===== src/rtl/vga_timing_gen.sv =====
// Parametrised VGA raster timing generator: hsync/vsync/data-enable/coordinates, one-cycle registered latency.
// Optional colour-bar source for bring-up when VGA_TESTPAT_EN is defined; otherwise rgb_out is constant zero.
module vga_timing_gen #(
    parameter int H_ACTIVE = 800,
    parameter int H_FP     = 56,
    parameter int H_SYNC   = 120,
    parameter int H_BP     = 64,
    parameter int V_ACTIVE = 600,
    parameter int V_FP     = 37,
    parameter int V_SYNC   = 6,
    parameter int V_BP     = 23,
    parameter int HS_POL   = 1,
    parameter int VS_POL   = 1,
    parameter int CW       = 11
) (
    input  logic          clk,
    input  logic          rst,
    input  logic          pix_en,
    output logic          hsync_out,
    output logic          vsync_out,
    output logic          color_en_out,
    output logic [CW-1:0] x_out,
    output logic [CW-1:0] y_out,
    output logic          line_start_out,
    output logic          frame_start_out,
    output logic [11:0]   rgb_out
);

    localparam int H_TOTAL = H_ACTIVE + H_FP + H_SYNC + H_BP;
    localparam int V_TOTAL = V_ACTIVE + V_FP + V_SYNC + V_BP;

    localparam logic [CW-1:0] H_LAST = CW'(H_TOTAL - 1);
    localparam logic [CW-1:0] V_LAST = CW'(V_TOTAL - 1);
    localparam logic [CW-1:0] H_ACT  = CW'(H_ACTIVE);
    localparam logic [CW-1:0] V_ACT  = CW'(V_ACTIVE);
    localparam logic [CW-1:0] HS_BEG = CW'(H_ACTIVE + H_FP);
    localparam logic [CW-1:0] HS_END = CW'(H_ACTIVE + H_FP + H_SYNC);
    localparam logic [CW-1:0] VS_BEG = CW'(V_ACTIVE + V_FP);
    localparam logic [CW-1:0] VS_END = CW'(V_ACTIVE + V_FP + V_SYNC);
    localparam logic          HS_ON  = HS_POL[0];
    localparam logic          VS_ON  = VS_POL[0];

    logic [CW-1:0] hcnt;
    logic [CW-1:0] vcnt;
    logic          hs_p0;
    logic          vs_p0;
    logic          de_p0;
    logic          ls_p0;
    logic          fs_p0;

    always_comb begin
        hs_p0 = (hcnt >= HS_BEG) && (hcnt < HS_END);
        vs_p0 = (vcnt >= VS_BEG) && (vcnt < VS_END);
        de_p0 = (hcnt < H_ACT) && (vcnt < V_ACT);
        ls_p0 = (hcnt == '0);
        fs_p0 = (hcnt == '0) && (vcnt == '0);
    end

    // Stage boundary: decoded counter state becomes the registered output set
    always_ff @(posedge clk or negedge rst) begin
        if (!rst) begin
            hcnt            <= '0;
            vcnt            <= '0;
            hsync_out       <= ~HS_ON;
            vsync_out       <= ~VS_ON;
            color_en_out    <= 1'b0;
            x_out           <= '0;
            y_out           <= '0;
            line_start_out  <= 1'b0;
            frame_start_out <= 1'b0;
        end else if (pix_en) begin
            hcnt <= (hcnt == H_LAST) ? '0 : hcnt + CW'(1);
            if (hcnt == H_LAST)
                vcnt <= (vcnt == V_LAST) ? '0 : vcnt + CW'(1);
            hsync_out       <= hs_p0 ? HS_ON : ~HS_ON;
            vsync_out       <= vs_p0 ? VS_ON : ~VS_ON;
            color_en_out    <= de_p0;
            x_out           <= de_p0 ? hcnt : '0;
            y_out           <= de_p0 ? vcnt : '0;
            line_start_out  <= ls_p0;
            frame_start_out <= fs_p0;
        end else begin
            // Idle strobe: everything holds except the start pulses, which must stay one cycle wide
            line_start_out  <= 1'b0;
            frame_start_out <= 1'b0;
        end
    end

`ifdef VGA_TESTPAT_EN
    // Bar index = floor(hcnt*8/H_ACTIVE), found by comparing hcnt*8 against constant multiples of H_ACTIVE
    function automatic logic [2:0] bar_idx(input logic [CW-1:0] h);
        logic [CW+2:0] h8;
        logic [2:0]    b;
        h8 = {h, 3'b000};
        b  = 3'd0;
        for (int k = 1; k < 8; k++)
            if (h8 >= (CW+3)'(k * H_ACTIVE)) b = b + 3'd1;
        return b;
    endfunction

    // White, yellow, cyan, green, magenta, red, blue, black
    function automatic logic [11:0] bar_rgb(input logic [2:0] b);
        logic r, g, bl;
        r  = ~b[1];
        g  = ~b[2];
        bl = ~b[0];
        return {{4{r}}, {4{g}}, {4{bl}}};
    endfunction

    always_ff @(posedge clk or negedge rst) begin
        if (!rst)
            rgb_out <= 12'h000;
        else if (pix_en)
            rgb_out <= de_p0 ? bar_rgb(bar_idx(hcnt)) : 12'h000;
    end
`else
    assign rgb_out = 12'h000;
`endif

endmodule


===== config.mk =====
export PLATFORM = sky130hd
export DESIGN_NAME = vga_timing_gen
export DESIGN_NICKNAME = d
export VERILOG_FILES = /design/src/rtl/vga_timing_gen.sv
export SDC_FILE = /design/constraint.sdc
export NUM_CORES = 1
export LEC_CHECK = 0
export CAP_MARGIN = 20
export CORE_MARGIN = 3
export CORE_UTILIZATION = 50
export DETAILED_ROUTE_END_ITERATION = 12
export PLACE_DENSITY = 0.76
export SLEW_MARGIN = 20
export SYNTH_ARGS = -nofsm -noshare
export SYNTH_HDL_FRONTEND = slang
export SYNTH_SLANG_ARGS = --single-unit

===== constraint.sdc =====
create_clock -name clk -period 4.9 [get_ports clk]
set_input_delay 1.47 -clock clk [delete_from_list [all_inputs] [get_ports clk]]
set_output_delay 1.47 -clock clk [all_outputs]
set_load 0.01 [all_outputs]

# Yosys cells after proc, flatten, opt, wreduce, memory -nomap -nowiden

Index checks and enable logic that the tools add are counted.

$add $sub $neg: 2
$lt $le $gt $ge: 6
Eq/ne operators: 2
Multiplexer cells: 8
Reductions and logical operators: 7

Operators with widths:

| cell                                                                | count |
|---|---|
| < comparator 11 x 10 -> 1 bit, second input constant                | 4 |
| two-way mux 11 bit                                                  | 4 |
| adder 11 x 1 -> 11 bit, second input constant                       | 2 |
| greater-or-equal comparator 11 x 10 -> 1 bit, second input constant | 2 |
| logical NOT 11 bit                                                  | 2 |
| equality test 11 x 10 -> 1 bit, second input constant               | 1 |
| equality test 11 bit, second input constant                         | 1 |
| logical AND 1 bit                                                   | 4 |
| two-way mux 1 bit                                                   | 4 |
| AND reduction 2 bit                                                 | 1 |

Flip-flop bits (word level): 49
Bits of input ports: 3
Output and inout bits: 39
Logic and storage cells: 34

# Depth between registers and ports, before layout

Word-level depth: 3
Mapped depth: 6
Gate-level depth less buffers: 6

# Worst setup path after synthesis

No wires, ideal clock.

Path type: input to register
From: input pix_en
To: register x_out[4]
Library setup time: 67 ps
Data arrival time: 2,313 ps
Required time: 4,833 ps
Path slack: 2,521 ps
Stages on the path: 5
Path through: nor2b_1 -> o2111ai_1 -> nor2_4 -> buf_6 -> a22o_1

RTL lines:

| what                   | RTL line | RTL |
|---|---|---|
| start: declaration     | 18       | `input logic pix_en,` |
| end signal: assignment | 78       | `x_out <= de_p0 ? hcnt : '0;` |
| end: declaration       | 22       | `output logic [CW-1:0] x_out,` |

==> impl_metrics.ini <==
[clock_tree]
cts_made_buffers = 5
cts_buffer_depth = 2
clk_latency_ns = 0.30
ctsResizeCount = 0
path_clk_slew_ns = 0.08
hold_buffers = 0
cts_tree = yes
clock-root-buffer = clkbuf_8
cts_max_level = 2
cts.sinks = 49
postCtsSetupRepairBufs = 0

[synth]
synth_cells = 224
syn_area_per_cell_um2 = 10.9
synth_largest_area_cell = dfrtp_1
synth-main-ff-cell = dfrtp_1
synth-async-reset-ratio = 1.00
yosysSeqAreaShare = 0.504
synth_edf_count = 0
ys_top_cells_by_area = dfrtp_1 50%, a22o_1 6.8%, buf_4 4.6%
synth_top_area_frac = 0.504
ys_ff_latch = 49
synth_warnings = 0
synth_cell_types = 47
synth_area_um2 = 2430

[placed_design]
place_congestion = 0.851
io_buffers = 29
hpwl_mm = 3.08
dpl_cell_area_um2 = 2660

[floorplanning]
die_y_um = 75.8
io_pins = 42
fp.dieW_um = 75.8
start_util = 0.537
core_um2 = 4530
fp.dieArea_um2 = 5740
row_count = 24

[routing]
drt-initial-drc-count = 107
ant_nets = 0
drt-total-wl_mm = 4.48
vias_per_cell = 5.50
wl_per_cell_um = 14.4
drc_errors = 0
dr.pass1.iters = 4
num_vias = 1705

[setup_path]
startpoint_type = input port
cp_cell_sequence = clkdlybuf4s50_1 > nor2b_1 > o2111ai_1 > nor2_4 > a22o_1
cpPeakStageDelay_ns = 0.74
critPathKind = in2reg
worstPathArrival_ns = 3.32
crit_required_ns = 5.14
crit_buf_inv = 1
end_kind = flop
slowest_stage = clkdlybuf4s50_1
path_max_fanout = 19
crit_family = buffers and inverters

[run]
cap_violations = 0

[power]
power_leakage_nw = 1.21
clock_power_share = 0.283
powerDensity_nw_per_um2 = 295
peakVddDrop_v = 0.000149
p_comb_frac = 0.127
internal-power_w = 0.000572
power_frac_seq = 0.591
sw_frac_of_total = 0.294
p_switching_w = 0.000238

[outcome]
status = finished, final reports clean

[layout]
utilization = 0.606
drive_gt1_frac = 0.0694
num-nets-final = 252
fin_area_um2 = 2750
syn_to_final_growth_pct = 12.8
diodes = 0

[timing]
slew_headroom = 0.604
worst_pin_slew_ns = 0.594
hold_viol = 0
hold_ws_ns = 0.500
clock.fmax_ghz = 0.325
min_period_over_period = 0.628
min_period_ns = 3.08
finClkSkew_ns = 0.00487
drv_slew = 0
fin_tns_setup_ns = 0
finalSetupViolations = 0
grt_setup_unrepaired = false

[grt]
grt_usage = 0.174
antenna_found_initial = 0
overflow = 0
grt_pass1_wl_mm = 7.57
grt_max_degree = 50
first_global_vias = 1540

[worst_hold_path]
hold_class = reg2reg
cell families after synthesis:
kind of cell / synth area share
other: 0.00154
AND/OR/NAND/NOR: 0.166
buffers and inverters: 0.0961
adder cells (fa/ha/maj): 0.0257
flip-flops: 0.504
XOR/XNOR: 0.0360
AO/OA/AOI/OAI: 0.171
worst register-to-register path, stage by stage (launching register included):
cell and delay (ns):
dfrtp_1 0.48, inv_1 0.16, ha_1 0.20, and3_1 0.22
nand3_1 0.24, a21o_1 0.23, a32o_1 0.19
per-layer routing:
layer,global-route usage,vias up,part of all wire
met5,0,-,0
met4,0.0757,0,0.021
met3,0.0303,8,0.068
met2,0.259,62,0.43
met1,0.250,807,0.48
li1,-,828,-
area by class of cell:
class / instances / area, um2
Fill cell: 376 / 1790
Sequential cell: 49 / 1230
Multi-Input combinational cell: 146 / 1020
Timing Repair Buffer: 30 / 295
Tap cell: 65 / 81.3
Clock buffer: 7 / 76.3
Inverter: 12 / 45.0
Clock inverter: 1 / 7.51
sequential cells by signal, summed over array words and instances, names as in the netlist:
register	flops
hcnt	11
vsync_out	1
line_start_out	1
color_en_out	1
x_out	11
y_out	11
hsync_out	1
frame_start_out	1
vcnt	11
placed cells by master, fill, tap and decap left out, types with 3 or more instances in the layout:
cell type        synthesis  layout
clkbuf_8                 0       5
xnor2_1                  8       8
nand3_1                  9       9
dfrtp_1                 49      49
o31ai_1                  3       3
and4_1                   4       4
nor2_1                   7       7
ha_1                     5       5
and3_1                   3       3
nor3_1                   4       4
a22o_1                  19      19
clkdlybuf4s50_1          0      28
nand2_1                 12      12
a21oi_1                  4       4
conb_1                   1      12
nor2b_1                  4       4
nand4_1                  6       6
a21o_1                   3       3
inv_1                   11      11
o21ai_0                  7       7
power groups by stage:
stage	clock network, W	logic [W]	registers, W
finish	0.000229	0.000103	0.000478
global route	0.000248	0.000117	0.000484
CTS	0.000235	0.000104	0.000477
detailed placement	0	0.000103	0.000486
global placement	0	0.0000997	0.000484
floorplan	0	0.000130	0.000443
path summary, 6_finish.rpt:
kind | to | slack, ns | cells past startpoint | from
max | y_out[4]$_DFFE_PN0P_ | 1.82 | 5 | pix_en
min | color_en_out$_DFFE_PN0P_ | 0.50 | 1 | color_en_out$_DFFE_PN0P_
max reg2reg | vcnt[9]$_DFFE_PN0P_ | 3.09 | 6 | vcnt[1]$_DFFE_PN0P_
min reg2reg | color_en_out$_DFFE_PN0P_ | 0.50 | 1 | color_en_out$_DFFE_PN0P_
max in group asynchronous | vcnt[0]$_DFFE_PN0P_ | 3.33 | 1 | rst
min in group asynchronous | x_out[10]$_DFFE_PN0P_ | 1.16 | 1 | rst
Yosys cell counts, types with 5 or more instances:
cell,n
inv_1,11
dfrtp_1,49
ha_1,5
xnor2_1,8
o21ai_0,7
clkbuf_1,6
nand4_1,6
nor2_1,7
nand3_1,9
nand2_1,12
a22o_1,19
buf_4,15
through the flow:
step	instances	setup WS [ns]	power [W]
floorplan	235	2.52	0.000573
global placement	302	1.53	0.000583
detailed placement	302	1.47	0.000589
CTS	310	1.79	0.000816
global route	310	1.65	0.000849
finish	310	1.82	0.000810
Note: power is estimated with default switching activity, not from simulation.
